===== src/rtl/spdif_subframe_sequencer.sv =====
// rtl/spdif_subframe_sequencer.sv - S/PDIF preamble lock, subframe bit gating and block error handling
module spdif_subframe_sequencer #(
  parameter int SUBFRAME_BITS    = 28,
  parameter int FRAMES_PER_BLOCK = 192,
  parameter int SYNC_TIMEOUT     = 64,
  parameter int ERR_W            = 8
) (
  input  logic             clk,
  input  logic             rst,
  input  logic             bit_v,
  input  logic             bit_d,
  input  logic             sync_v,
  input  logic [1:0]       sync_type,
  output logic             dm_vin,
  output logic             dm_din,
  output logic [7:0]       dm_frame_counter,
  output logic             dm_in_channel,
  output logic             dm_rst,
  input  logic             dm_done,
  input  logic             dm_kill,
  output logic             locked,
  output logic             block_ok,
  output logic             err_pulse,
  output logic [ERR_W-1:0] err_count
);

  localparam int BC_W = $clog2(SUBFRAME_BITS + 1);
  localparam int TO_W = $clog2(SYNC_TIMEOUT + 1);
  localparam logic [BC_W-1:0] BC_LAST    = BC_W'(SUBFRAME_BITS - 1);
  localparam logic [TO_W-1:0] TO_LAST    = TO_W'(SYNC_TIMEOUT - 1);
  localparam logic [7:0]      FRAME_LAST = 8'(FRAMES_PER_BLOCK - 1);
  localparam logic [1:0]      PRE_B      = 2'd0;
  localparam logic [1:0]      PRE_M      = 2'd1;
  localparam logic [1:0]      PRE_W      = 2'd2;

  typedef enum logic [1:0] {
    HUNT      = 2'd0,
    PASS      = 2'd1,
    WAIT_SYNC = 2'd2
  } state_t;

  state_t          state;
  state_t          state_n;
  logic [BC_W-1:0] bit_cnt;
  logic [BC_W-1:0] bit_cnt_n;
  logic [TO_W-1:0] to_cnt;
  logic [TO_W-1:0] to_cnt_n;
  logic [7:0]      frame_n;
  logic            ch_n;
  logic            done_q;
  logic            dm_rst_q;
  logic            done_rise;
  logic            crc_err;
  logic            crc_ok;
  logic            seq_err;
  logic            err_any;
  logic            fwd;
  logic [1:0]      exp_type;

  // A block result is only meaningful while a block is being tracked
  assign done_rise = dm_done & ~done_q;
  assign crc_err   = done_rise &  dm_kill & (state != HUNT);
  assign crc_ok    = done_rise & ~dm_kill & (state != HUNT);
  assign err_any   = seq_err | crc_err;

  // Preamble that must follow the subframe just passed: A->W, B->M, last B of block->B
  assign exp_type = !dm_in_channel ? PRE_W :
                    (dm_frame_counter == FRAME_LAST) ? PRE_B : PRE_M;

  // State register
  always_ff @(posedge clk) begin
    if (rst) begin
      state <= HUNT;
    end else begin
      state <= state_n;
    end
  end

  // Next-state: preamble tracking, bit counting, sync timeout and error detection
  always_comb begin
    state_n   = state;
    bit_cnt_n = bit_cnt;
    to_cnt_n  = to_cnt;
    frame_n   = dm_frame_counter;
    ch_n      = dm_in_channel;
    seq_err   = 1'b0;
    fwd       = 1'b0;
    case (state)
      HUNT: begin
        if (sync_v && (sync_type == PRE_B)) begin
          frame_n   = 8'd0;
          ch_n      = 1'b0;
          bit_cnt_n = '0;
          state_n   = PASS;
        end
      end
      PASS: begin
        if (sync_v) begin
          seq_err = 1'b1;
        end else if (bit_v) begin
          fwd       = 1'b1;
          bit_cnt_n = bit_cnt + 1'b1;
          if (bit_cnt == BC_LAST) begin
            to_cnt_n = '0;
            state_n  = WAIT_SYNC;
          end
        end
      end
      WAIT_SYNC: begin
        if (sync_v) begin
          if (sync_type == exp_type) begin
            bit_cnt_n = '0;
            state_n   = PASS;
            if (!dm_in_channel) begin
              ch_n = 1'b1;
            end else begin
              ch_n    = 1'b0;
              frame_n = (dm_frame_counter == FRAME_LAST) ? 8'd0 : dm_frame_counter + 8'd1;
            end
          end else begin
            seq_err = 1'b1;
          end
        end else if (bit_v) begin
          to_cnt_n = to_cnt + 1'b1;
          if (to_cnt == TO_LAST) begin
            seq_err = 1'b1;
          end
        end
      end
      default: state_n = HUNT;
    endcase
    if (seq_err || crc_err) begin
      state_n = HUNT;
    end
  end

  // Datapath: counters, frame/channel on accepted sync only, registered strobes and error count
  always_ff @(posedge clk) begin
    if (rst) begin
      bit_cnt          <= '0;
      to_cnt           <= '0;
      dm_frame_counter <= 8'd0;
      dm_in_channel    <= 1'b0;
      dm_vin           <= 1'b0;
      dm_din           <= 1'b0;
      done_q           <= 1'b0;
      dm_rst_q         <= 1'b0;
      block_ok         <= 1'b0;
      err_pulse        <= 1'b0;
      err_count        <= '0;
    end else begin
      bit_cnt   <= bit_cnt_n;
      to_cnt    <= to_cnt_n;
      if (!err_any) begin
        dm_frame_counter <= frame_n;
        dm_in_channel    <= ch_n;
      end
      dm_vin    <= fwd & ~crc_err;
      dm_din    <= fwd & ~crc_err & bit_d;
      done_q    <= dm_done;
      dm_rst_q  <= err_any;
      block_ok  <= crc_ok;
      err_pulse <= err_any;
      if (err_any && (err_count != '1)) begin
        err_count <= err_count + 1'b1;
      end
    end
  end

  // Outputs: lock follows state; dismantler held in reset throughout rst as well
  always_comb begin
    locked = (state != HUNT);
    dm_rst = rst | dm_rst_q;
  end

endmodule


===== config.mk =====
export PLATFORM = sky130hd
export DESIGN_NAME = spdif_subframe_sequencer
export DESIGN_NICKNAME = d
export VERILOG_FILES = /design/src/rtl/spdif_subframe_sequencer.sv
export SDC_FILE = /design/constraint.sdc
export NUM_CORES = 1
export LEC_CHECK = 0
export CAP_MARGIN = 40
export CORE_AREA = 2 2 79 81
export CTS_BUF_LIST = sky130_fd_sc_hd__clkbuf_16
export CTS_CLUSTER_SIZE = 25
export DETAILED_ROUTE_END_ITERATION = 8
export DIE_AREA = 0 0 81 83
export GPL_ROUTABILITY_DRIVEN = 0
export PLACE_DENSITY = 0.62
export RECOVER_POWER = 25
export SLEW_MARGIN = 20
export SYNTH_ARGS = -nofsm -noshare
export SYNTH_HDL_FRONTEND = slang
export SYNTH_SLANG_ARGS = --single-unit
export TNS_END_PERCENT = 5

===== constraint.sdc =====
create_clock -name clk -period 2.7 [get_ports clk]
set_input_delay 0.405 -clock clk [delete_from_list [all_inputs] [get_ports clk]]
set_output_delay 0.405 -clock clk [all_outputs]
set_load 0.03 [all_outputs]

==> Word-level counts from Yosys, hierarchy flattened <==
Cells that the tools add are included.
{ "totals": {"ff_bits": 36, "input_bits": 9, "out_inout_bits": 23, "word_cells": 100} }
{ "classes": {"addsub": 4, "eq_ne": 16, "n_mux": 41, "n_bitwise": 13, "n_reduce_logical": 15} }
{ "ops": {"columns": ["operator", "count"], "rows": [
  ["$mux W8", 5],
  ["$mux W7", 5],
  ["$mux W5", 5],
  ["$reduce_and A6 Y1", 4],
  ["$ne A2 B2 Y1 const B", 9],
  ["$add A8 B1 Y8 const B", 2],
  ["$pmux W8 S2", 1],
  ["$pmux W5 S3", 1],
  ["$mux W2", 7],
  ["$pmux W7 S2", 1],
  ["$mux W1", 13],
  ["$eq A8 B8 Y1 const B", 1],
  ["$ne A8 B8 Y1 const B", 1],
  ["$add A7 B1 Y7 const B", 1],
  ["$and A1 B1 Y1", 7],
  ["$eq A7 B6 Y1 const B", 1],
  ["$pmux W2 S3", 1],
  ["$reduce_bool A2 Y1", 3],
  ["$add A5 B1 Y5 const B", 1],
  ["$eq A5 B5 Y1 const B", 1],
  ["$reduce_and A5 Y1", 1],
  ["$logic_not A2 Y1", 2],
  ["$not A1 Y1", 4],
  ["$pmux W1 S2", 2],
  ["8 further kinds", 10]
]} }

==> Longest topological paths before layout <==
{ "logic_depth": {"depth_word": 10, "depth_mapped": 10, "mapped_depth_nobuf": 8} }

==> Worst setup path after synthesis <==
No wires, ideal clock.
{ "synth_timing": {"path_type": "register to register", "from": "reg dm_frame_counter[0]", "to": "reg dm_in_channel", "setup_time_ps": 71, "arrival_time_ps": 2301, "required_time_ps": 2629, "slack_ps": 328, "stages_incl_launch_ff": 9, "period_less_slack_ps": 2372, "path_cell_list": "dfxtp_1 -> ha_1 -> nand3_2 -> o41ai_2 -> nor3b_1 -> or3_1 -> buf_2 -> or4_1 -> a21oi_1"} }
{ "synth_between": {"elab_chain_len": 10, "word_cells_on_any_way": 11} }
{ "synth_lines": {"columns": ["item", "line_no", "text"], "rows": [
  ["start, declared", "16", "output logic [7:0] dm_frame_counter,"],
  ["start signal, assigned", "155", "dm_frame_counter <= frame_n;"],
  ["$eq A8 B8 Y1 (*)", "68", "(dm_frame_counter == FRAME_LAST) ? PRE_B : PRE_M;"],
  ["$mux W1 (*)", "68", null],
  ["$mux W2 (*)", "67", "assign exp_type = !dm_in_channel ? PRE_W :"],
  ["$eq A2 B2 Y1 (*)", "111", "if (sync_type == exp_type) begin"],
  ["$mux W1", "111", null],
  ["$mux W1", "110", "if (sync_v) begin"],
  ["$pmux W1 S2", "88", "case (state)"],
  ["$or A1 B1 Y1", "64", "assign err_any = seq_err | crc_err;"],
  ["$not A1 Y1 (no line)", null, null],
  ["$reduce_and A5 Y1 (no line) (*)", null, null],
  ["end signal, assigned", "156", "dm_in_channel <= ch_n;"],
  ["end, declared", "17", "output logic dm_in_channel,"]
]} }
Mark *: on every way between the ends. The rest lies on a longest branch, timed or not.
A chain may end at the register's enable or synchronous reset.

==> Final worst setup path <==
{ "layout_timing": {"from": "reg state[0]", "to": "reg dm_frame_counter[3]"} }
{ "layout_between": {"elab_chain_len": 5, "word_cells_on_any_way": 15} }
{ "layout_lines": {"columns": ["item", "line_no", "text"], "rows": [
  ["start, declared", "42", "state_t state;"],
  ["start signal, assigned", "75", "state <= state_n;"],
  ["$eq A2 B2 Y1 (tied with other cells)", "88", null],
  ["$pmux W1 S2 / $and A1 B1 Y1 (equally long branches)", "88, 62", null],
  ["$or A1 B1 Y1", "64", null],
  ["$not A1 Y1 (no line)", null, null],
  ["$reduce_and A6 Y1 (no line)", null, null]
]} }
Parallel ways exist; a longest one is shown, timed or not.

==> qor.yml <==
status:
  status: "finished, final reports clean"
timing:
  slew_headroom_pct: 48.24
  finalSetupTns_ps: 0
  period_needed_ps: 2459
  clock-skew-final_ps: 3.357
  rsz0062_at_grt: "false"
  hold_slack_ps: 417.3
  finalHoldViolations: 0
  period_share_pct: 91.09
  max_slew.worst_pin.slew_ps: 766.3
  max_freq_ghz: 0.4066
  setup-violations-final: 0
  maxSlewViolCount: 0
  setup_ws_ps: 240.6
global_route:
  grt-ovfl-total: 0
  grt.total_usage_pct: 14.53
  grt_max_degree: 32
  first_global_vias: 1635
  antenna_found_initial: 0
  grt_pass1_wl_um: 7776
power:
  ir_worst_vdd_mv: 0.4528
  p_per_area_nw_per_um2: 662.8
  total_power_mw: 1.690
  p_leak_nw: 0.9528
drt:
  wire_per_inst_um: 13.16
  via_per_inst: 5.173
  num_vias: 1821
  ant_nets: 0
  drt-initial-drc-count: 77
  wl_um: 4631
  first_pass_iters: 4
  drcViolationCount: 0
synth:
  synth.distinct_cells: 49
  ys_warn_count: 0
  netlist_area_um2: 1976
  ys_top_cells_by_area: "dfxtp_1 (36%), a21oi_1 (6.3%), ha_1 (5.1%)"
  async_reset_ff_share_pct: 0
  ys_seq_area_share_pct: 36.48
  syn_area_per_cell_um2: 8.266
  netlist.area_leader.share_pct: 36.48
  synth-seq-cells: 36
  synth_nets: 256
  synth_ff_type: "dfxtp_1"
  synth-edff-count: 0
  synthCells: 239
  synth_area_leader_cell: "dfxtp_1"
worst_setup_path:
  r2r-start: "state[0]"
  cp.arrival_ps: 2670
  crit_fanout: 11
  start_kind: "flip-flop"
  end_kind: "flip-flop"
  crit_chain: "inv_1, ha_1, and4bb_1, a2111o_1, a21oi_2, nand3_2, or4_1, a21oi_1"
  max_stage_delay_ps: 550
  crit_start: "state[0]"
  cp_slowest_cell: "or4_1"
  critPathRequiredTime_ps: 2920
  crit_type: "reg -> reg"
cells_and_area:
  drive_gt1_share_pct: 8.664
  nNetsFinal: 293
  stdcell_count: 352
  final_core_util_pct: 43.85
  insertedDiodeCount: 0
  multiInputGateArea_um2: 1149
  syn_to_final_growth_pct: 29.07
  seq_area_um2: 720.7
  final.fill_count: 602
  design_area_um2: 2550
place:
  dp_cells: 344
  dp_hpwl_um: 3296
  port_buffers: 31
  placed_cell_area_um2: 2382
  pre_cts_slack_ps: 89.05
cts:
  cts_setup_buffers: 0
  ctsHoldBuffers: 0
  h-tree-depth: 2
  clock_latency_ps: 280
  cts_buffers: 5
  cts_tree: "yes"
  root_buffer: "clkbuf_16"
  cts_sinks: 36
  clkTransAtPathRegs_ps: 60
  cts_resized: 0
  clk_path_buf_depth: 2
floorplan:
  die_width_um: 81
  fp.coreArea_um2: 5816
  die_area_um2: 6723
  ioPinCount: 32
  start_util_pct: 33.97
  chipHeight_um: 83
  rows: 28
min_path:
  worstHoldPathType: "reg -> reg"
  min-delay-start: "done_q"
flow_run:
  maxCapViolCount: 0
-- flip-flops by register name, indices dropped and copies added, names as in the netlist, 2 cells and up --
name,flops
to_cnt,7
state,2
bit_cnt,5
err_count,8
dm_frame_counter,8
-- critical path, delay by kind of cell, from the launching register on --
kind | cells | cell delay, ps
buffers and inverters | 1 | 90
adders and majority gates | 1 | 290
and+or+nand+nor | 3 | 1040
DFF | 1 | 340
AOI/OAI and AO/OA | 3 | 630
-- worst paths after layout --
kind / end / depth (start not counted) / slack, ps
worst max-delay path: dm_frame_counter[3] / 8 / 240
worst max register to register: dm_frame_counter[3] / 8 / 240
worst min-delay path: block_ok / 1 / 420
worst min register to register: block_ok / 1 / 420
-- layer usage --
layer | vias to the layer above | wire, um | track usage [%]
li1 | 957 | - | -
met1 | 833 | 2248 | 19.54
met4 | 0 | 75 | 5.547
met3 | 6 | 145 | 3.696
met5 | - | 0 | 0
met2 | 25 | 2161 | 22.09
-- cells by family after synthesis --
logic type / count (synthesis) / share of synthesized area, %
xor+xnor: 3 / 1.330
buf+inv: 22 / 5.383
mux: 5 / 2.597
simple gates: 104 / 29.96
fa+ha+maj: 8 / 5.067
flops: 36 / 36.48
compound gates: 61 / 19.19
-- cell type report --
| cell class | count | share of cell area (%) |
|---|---|---|
| Clock buffer | 5 | 4.907 |
| Clock inverter | 3 | 1.668 |
| Inverter | 13 | 1.914 |
| Multi-Input combinational cell | 181 | 45.04 |
| Sequential cell | 36 | 28.26 |
| Tap cell | 75 | 3.680 |
| Timing Repair Buffer | 39 | 14.52 |
-- layout by cell type (no fill, tap or decap), types with 2 or more instances in the layout --
master,synthesis,routed
o21ai_0,16,16
nand2_1,14,14
xnor2_1,2,2
nor3_1,6,6
mux2i_1,4,4
nor2b_1,2,2
dlygate4sd3_1,0,11
o32ai_1,3,3
nor2_1,16,16
clkbuf_16,0,5
buf_4,0,8
nor4_1,3,3
nand3_2,2,2
ha_1,8,8
nand4b_1,4,4
inv_1,13,13
or4_1,4,4
and2_1,4,3
o211ai_1,2,2
nand2b_1,2,2
and3_1,8,8
a21oi_1,25,25
dfxtp_1,36,36
or3_1,10,10
nor4b_1,3,3
clkdlybuf4s50_1,0,20
o31ai_1,2,2
nand3_1,19,19
-- synth_stat cells (3+ instances only) --
cell type   n
nand4b_1    4
nor4_1      3
ha_1        8
and3_1      8
nor3_1      6
o21ai_0    16
and2_1      4
o32ai_1     3
a21oi_1    25
mux2i_1     4
nor2_1     16
inv_1      13
dfxtp_1    36
nand2_1    14
nand3_1    19
or4_1       4
clkbuf_1    5
buf_6       3
nor4b_1     3
or3_1      10
-- power by group --
part	leakage, nW	switching [mW]	internal (mW)
clock network	0.0798	0.227	0.433
logic	0.582	0.281	0.180
registers	0.290	0.0187	0.550
total	0.953	0.527	1.16
No activity file was read; power rests on OpenSTA's default activity.
